===== src/rtl/uart_pkg.sv =====
// Shared UART definitions: FSM state encoding, parity selection and legal oversampling ratios.
package uart_pkg;

   typedef enum logic [2:0] {
      ST_IDLE   = 3'd0,
      ST_START  = 3'd1,
      ST_DATA   = 3'd2,
      ST_PARITY = 3'd3,
      ST_STOP   = 3'd4
   } uart_state_e;

   localparam logic PAR_EVEN = 1'b0;
   localparam logic PAR_ODD  = 1'b1;

   localparam int PRESCALE_8  = 8;
   localparam int PRESCALE_16 = 16;
   localparam int PRESCALE_32 = 32;

endpackage


===== src/rtl/uart_rx_sampler.sv =====
// Per-bit edge counter with a 3-sample majority vote around the bit centre.
module uart_rx_sampler #(
   parameter int prescale_width = 6
) (
   input  logic                      clk,
   input  logic                      rst_n,
   input  logic                      rx_s,
   input  logic [prescale_width-1:0] prescale,
   input  logic                      run,
   input  logic                      clear,
   output logic                      sampled_bit,
   output logic                      bit_done,
   output logic                      bit_end
);

   localparam logic [prescale_width-1:0] ONE = prescale_width'(1);
   localparam logic [prescale_width-1:0] TWO = prescale_width'(2);

   logic [prescale_width-1:0] edge_cnt_q, edge_cnt_d;
   logic [prescale_width-1:0] half;
   logic [2:0]                samples_q, samples_d;

   assign half        = prescale >> 1;
   assign sampled_bit = (samples_q[0] & samples_q[1]) |
                        (samples_q[0] & samples_q[2]) |
                        (samples_q[1] & samples_q[2]);

   // The decision edge sits one edge after the last sample so all three are registered.
   always_comb begin
      edge_cnt_d = edge_cnt_q;
      samples_d  = samples_q;
      bit_end    = (edge_cnt_q == prescale - ONE);
      bit_done   = (edge_cnt_q == half + TWO);
      if (edge_cnt_q == half - ONE) samples_d[0] = rx_s;
      if (edge_cnt_q == half)       samples_d[1] = rx_s;
      if (edge_cnt_q == half + ONE) samples_d[2] = rx_s;
      if (clear || !run) begin
         edge_cnt_d = '0;
      end else if (bit_end) begin
         edge_cnt_d = '0;
      end else begin
         edge_cnt_d = edge_cnt_q + ONE;
      end
   end

   always_ff @(posedge clk or negedge rst_n) begin
      if (!rst_n) begin
         edge_cnt_q <= '0;
         samples_q  <= 3'b111;
      end else begin
         edge_cnt_q <= edge_cnt_d;
         samples_q  <= samples_d;
      end
   end

endmodule


===== src/rtl/uart_rx.sv =====
// UART receiver: line synchronizer plus frame FSM; emits payload with one-cycle valid/error strobes.
module uart_rx
   import uart_pkg::*;
#(
   parameter int data_width     = 8,
   parameter int prescale_width = 6
) (
   input  logic                      CLK,
   input  logic                      RST,
   input  logic                      RX_IN,
   input  logic                      PAR_EN,
   input  logic                      PAR_TYP,
   input  logic [prescale_width-1:0] Prescale,
   output logic [data_width-1:0]     P_DATA,
   output logic                      data_valid,
   output logic                      par_err,
   output logic                      stp_err
);

   localparam int BIT_CNT_W = (data_width > 1) ? $clog2(data_width) : 1;
   localparam logic [BIT_CNT_W-1:0] LAST_BIT = BIT_CNT_W'(data_width - 1);

   uart_state_e               state_q, state_d;
   logic [1:0]                sync_q, sync_d;
   logic [BIT_CNT_W-1:0]      bit_cnt_q, bit_cnt_d;
   logic [data_width-1:0]     shadow_q, shadow_d;
   logic [data_width-1:0]     p_data_q, p_data_d;
   logic [prescale_width-1:0] prescale_q, prescale_d;
   logic                      par_en_q, par_en_d;
   logic                      par_typ_q, par_typ_d;
   logic                      par_mis_q, par_mis_d;
   logic                      data_valid_q, data_valid_d;
   logic                      par_err_q, par_err_d;
   logic                      stp_err_q, stp_err_d;
   logic                      rx_s, run, clear;
   logic                      sampled_bit, bit_done, bit_end;

   assign rx_s       = sync_q[1];
   assign sync_d     = {sync_q[0], RX_IN};
   assign P_DATA     = p_data_q;
   assign data_valid = data_valid_q;
   assign par_err    = par_err_q;
   assign stp_err    = stp_err_q;

   uart_rx_sampler #(
      .prescale_width(prescale_width)
   ) u_sampler (
      .clk        (CLK),
      .rst_n      (RST),
      .rx_s       (rx_s),
      .prescale   (prescale_q),
      .run        (run),
      .clear      (clear),
      .sampled_bit(sampled_bit),
      .bit_done   (bit_done),
      .bit_end    (bit_end)
   );

   // Frame configuration is re-latched every idle cycle, so it is frozen from the start edge on.
   always_comb begin
      state_d      = state_q;
      bit_cnt_d    = bit_cnt_q;
      shadow_d     = shadow_q;
      p_data_d     = p_data_q;
      prescale_d   = prescale_q;
      par_en_d     = par_en_q;
      par_typ_d    = par_typ_q;
      par_mis_d    = par_mis_q;
      data_valid_d = 1'b0;
      par_err_d    = 1'b0;
      stp_err_d    = 1'b0;
      run          = 1'b1;
      clear        = 1'b0;
      unique case (state_q)
         ST_IDLE: begin
            prescale_d = Prescale;
            par_en_d   = PAR_EN;
            par_typ_d  = PAR_TYP;
            bit_cnt_d  = '0;
            run        = !rx_s;
            if (!rx_s) begin
               state_d   = ST_START;
               par_mis_d = 1'b0;
            end
         end
         ST_START: begin
            if (bit_done && sampled_bit) begin
               state_d = ST_IDLE;
               clear   = 1'b1;
            end else if (bit_end) begin
               state_d = ST_DATA;
            end
         end
         ST_DATA: begin
            if (bit_done) shadow_d[bit_cnt_q] = sampled_bit;
            if (bit_end) begin
               if (bit_cnt_q == LAST_BIT) begin
                  bit_cnt_d = '0;
                  state_d   = par_en_q ? ST_PARITY : ST_STOP;
               end else begin
                  bit_cnt_d = bit_cnt_q + BIT_CNT_W'(1);
               end
            end
         end
         ST_PARITY: begin
            if (bit_done) par_mis_d = (sampled_bit != ((^shadow_q) ^ (par_typ_q == PAR_ODD)));
            if (bit_end)  state_d = ST_STOP;
         end
         ST_STOP: begin
            // Leave at the decision edge so a start bit right after the stop bit is not missed.
            if (bit_done) begin
               state_d      = ST_IDLE;
               clear        = 1'b1;
               stp_err_d    = !sampled_bit;
               par_err_d    = par_mis_q;
               data_valid_d = sampled_bit && !par_mis_q;
               if (data_valid_d) p_data_d = shadow_q;
            end
         end
         default: begin
            state_d = ST_IDLE;
            clear   = 1'b1;
         end
      endcase
   end

   always_ff @(posedge CLK or negedge RST) begin
      if (!RST) begin
         state_q      <= ST_IDLE;
         sync_q       <= 2'b11;
         bit_cnt_q    <= '0;
         shadow_q     <= '0;
         p_data_q     <= '0;
         prescale_q   <= prescale_width'(PRESCALE_8);
         par_en_q     <= 1'b0;
         par_typ_q    <= PAR_EVEN;
         par_mis_q    <= 1'b0;
         data_valid_q <= 1'b0;
         par_err_q    <= 1'b0;
         stp_err_q    <= 1'b0;
      end else begin
         state_q      <= state_d;
         sync_q       <= sync_d;
         bit_cnt_q    <= bit_cnt_d;
         shadow_q     <= shadow_d;
         p_data_q     <= p_data_d;
         prescale_q   <= prescale_d;
         par_en_q     <= par_en_d;
         par_typ_q    <= par_typ_d;
         par_mis_q    <= par_mis_d;
         data_valid_q <= data_valid_d;
         par_err_q    <= par_err_d;
         stp_err_q    <= stp_err_d;
      end
   end

endmodule


===== config.mk =====
export PLATFORM = sky130hd
export DESIGN_NAME = uart_rx
export DESIGN_NICKNAME = d
export VERILOG_FILES = /design/src/rtl/uart_pkg.sv /design/src/rtl/uart_rx_sampler.sv /design/src/rtl/uart_rx.sv
export SDC_FILE = /design/constraint.sdc
export NUM_CORES = 1
export LEC_CHECK = 0
export BUFFER_PORTS_ARGS = -buffer_cell sky130_fd_sc_hd__buf_2
export CAP_MARGIN = 10
export CORE_ASPECT_RATIO = 1.25
export CORE_MARGIN = 4
export CORE_UTILIZATION = 50
export DETAILED_ROUTE_END_ITERATION = 10
export PLACE_DENSITY = 0.68
export SYNTH_ARGS = -nofsm -noshare
export SYNTH_HDL_FRONTEND = slang
export SYNTH_SLANG_ARGS = --single-unit
export TNS_END_PERCENT = 1

===== constraint.sdc =====
create_clock -name CLK -period 3 [get_ports CLK]
set_input_delay 0.3 -clock CLK [delete_from_list [all_inputs] [get_ports CLK]]
set_output_delay 0.3 -clock CLK [all_outputs]
set_load 0.005 [all_outputs]

==> run summary <==
Synth Register Bits: 45
worst hold stages: 1
share of cells above drive strength 1: 22.94%
Tot GR Track Use: 18.06%
sequential share of the synthesized area: 43.75%
hold_sp: RX_IN
site row count: 29
Final ANT Viol Nets: 0
Hold Vio Cnt, Final: 0
Worst-Margin Slew: 983.8 ps
max cap viols: 0
router iterations before antenna repair: 4
Antenna Diode Count: 0
cell taking the most area after synthesis: dfrtp_1
worst-skew pair later-pin latency: 310 ps
Synth area leaders: dfrtp_1 38%, mux2_2 9.1%, xnor2_1 7.8%
Critical Path RT: 3200 ps
Max FO, Critical Path: 15
DRC: 0
Routed WL: 5229 um
Worst Hold End: sync_q[0]$_DFF_PN1_
Routability Congestion: 0.8410
power per cell area: 904.2 nW/um^2
worst-case clock buffer depth: 2
Synth Net Count: 277
r2r startpoint: prescale_q[3]$_DFFE_PN1P_
final core area utilization: 56.61%
Detailed Place HPWL: 3932 um
syn_area_per_cell: 10.08 um^2
status: finished, final reports clean
Final #Nets: 298
Vias/cell: 5.525
final cycle utilization of the critical path: 93.00%
Post-CTS Hold Buffers: 0
reg-to-reg endpoint: P_DATA[5]$_DFFE_PN0P_
Post-DP Area: 2761 um^2
gr ovfl total: 0
setup_tns: 0 ps
switching power share of the total: 42.17%
Placement Setup Slack: 226.1 ps
synth warn: 0
Post-synth EDFFs: 0
largest net degree at the start of global routing: 46
async set or reset register ratio after synthesis: 100.0%
reg-to-reg setup timing slack: 210 ps
Fmax achieved: 0.3584 GHz
Post-CTS Setup Inserts: 0
clock slew at reported path FFs: 90 ps
starting density of the core: 51.38%
1st-iter DRT viols: 93
Final min period: 2790 ps
CTS tree: built
CTS sink count: 45
Setup Viol. Count Final: 0
H-tree levels: 2
initial antenna violation count: 0
synthesized instance count: 257
VDD IR max: 0.4495 mV
Arrival @ worst endpoint: 2990 ps
top cell type's share of synthesized area: 37.66%
Post-CTS Resized: 0
Die W: 72.39 um
Syn-to-layout area delta: 10.19%
RSZ-0062 raised after global routing: false
Hold Path Class: in -> reg
crit path kind: reg -> reg
io pins: 22
Max-slew headroom: 34.41%
Pins Over Slew Limit: 0
Die Span Y: 88.49 um
Reg power frac: 38.5%
CP Capture Type: register
Final WS setup: 209.9 ps
worst r2r path cells: 7
slowest stage delay, CP: 640 ps
design area: 2855 um^2
Leak Pwr: 1.260 nW
switching power: 1.089 mW
CP cell instances: ha_1, nand3b_1, a221o_1, a211o_1, nor4b_4, buf_4, mux2_2
TritonCTS buffer count: 5
slowest CP cell: dfstp_2
via count: 1884
die area: 6405 um^2
Synth cell types: 47
Clock Power Share: 15.3%
Synth Cell Area: 2591 um^2
clock skew: 9.327 ps
Power Internal: 1.493 mW
Root Buffer: clkbuf_8
vias in the first global route: 1910
startpoint class of the critical path: register
core box area: 5044 um^2
top_reg_cell synth: dfrtp_1
post-DR wirelength/cell: 15.33 um
port bufs: 21
first-pass GRT wire length: 9004 um
Comb pwr share: 46.2%
==> layer usage <==
layer	part of all wire (%)	up-vias	track usage, %	routed length, um
li1	-	939	-	-
met1	41	912	20.55	2138
met2	55	21	33.64	2864
met3	2.0	12	3.068	102
met4	2.4	0	6.711	125
met5	0	-	0	0
==> cells in the mapped netlist, types with 5 or more instances <==
cell type / instances
nand2_1: 20
o21ai_0: 15
dfrtp_1: 39
nand3_1: 10
mux2_2: 21
xor2_1: 7
clkbuf_1: 9
nor3_1: 8
nor2_1: 16
xnor2_1: 23
a21oi_1: 5
nor4_1: 7
ha_1: 9
inv_1: 14
nand2b_1: 5
dfstp_2: 6
==> critical path: cells and delay by family, from the launching register on <==
family                   cells  cell delay [ps]
AO/OA/AOI/OAI                2              840
adder cells (fa/ha/maj)      1              260
buffers and inverters        1              210
flip-flops                   1              640
multiplexers                 1              340
AND/OR/NAND/NOR              2              390
==> flip-flops by register name (all words and copies together) (netlist names), 2 cells and up <==
name	count
P_DATA	8
bit_cnt_q	3
prescale_q	6
shadow_q	8
state_q	3
sync_q	2
u_sampler.edge_cnt_q	6
u_sampler.samples_q	3
==> kinds of logic after synthesis <==
logic type	synth area share [%]
flip-flops	43.75
buffers and inverters	3.959
AND/OR/NAND/NOR	16.71
adder cells (fa/ha/maj)	4.732
XOR/XNOR	10.77
AO/OA/AOI/OAI	10.19
multiplexers	9.899
==> cell usage in the layout (no fill, tap or decap), types with 2 or more instances in the layout <==
cell type  synthesis  final
dfrtp_1           39     39
xnor2_1           23     23
mux2_2            21     21
buf_2              1     21
nand2_1           20     20
nor2_1            16     16
o21ai_0           15     15
inv_1             14     14
nand3_1           10     10
ha_1               9      9
nor3_1             8      8
xor2_1             7      7
nor4_1             7      7
dfstp_2            6      6
a21oi_1            5      5
nand2b_1           5      5
clkbuf_8           0      5
buf_4              1      5
nor2b_1            4      4
o211ai_1           4      4
o31ai_1            3      3
nand4_1            2      2
o2111ai_1          2      2
mux2i_1            2      2
nand4b_1           2      2
==> worst max-delay path by stage <==
stage | start | end | slack [ps] | cells past startpoint
2_1_floorplan | prescale_q[3]$_DFFE_PN1P_ | P_DATA[0]$_DFFE_PN0P_ | 320 | 8
3_3_place_gp | prescale_q[3]$_DFFE_PN1P_ | P_DATA[6]$_DFFE_PN0P_ | 270 | 7
3_5_place_dp | prescale_q[3]$_DFFE_PN1P_ | P_DATA[5]$_DFFE_PN0P_ | 230 | 7
4_1_cts | prescale_q[3]$_DFFE_PN1P_ | P_DATA[5]$_DFFE_PN0P_ | 190 | 7
5_1_grt | prescale_q[3]$_DFFE_PN1P_ | P_DATA[4]$_DFFE_PN0P_ | 10 | 7
6_report | prescale_q[3]$_DFFE_PN1P_ | P_DATA[5]$_DFFE_PN0P_ | 210 | 7
==> power groups by stage <==
stage | sequential (mW) | clock [mW] | combinational (mW)
2_1_floorplan | 0.881 | 0 | 1.05
3_3_place_gp | 1.00 | 0 | 1.18
3_5_place_dp | 1.01 | 0 | 1.19
4_1_cts | 0.993 | 0.411 | 1.20
5_1_grt | 1.02 | 0.429 | 1.34
6_report | 0.994 | 0.396 | 1.19
==> final cells by class <==
class                      instances  area (um^2)
clock buffer                       5        68.82
clock inverter                     3        25.02
fill                             469         2188
inverter                          14        52.55
multi-input combinational        186         1355
sequential                        45         1134
tap                               62        77.57
timing repair buffer              26        142.6
==> stage by stage <==
step           cells  hold WS (ps)  power, mW
5_1_grt          341         85.26      2.794
3_3_place_gp     333         347.0      2.180
6_report         341         86.43      2.582
3_5_place_dp     333         349.9      2.200
4_1_cts          341         77.25      2.606
2_1_floorplan    257         4.409      1.934
No activity file was read; power rests on OpenSTA's default activity.
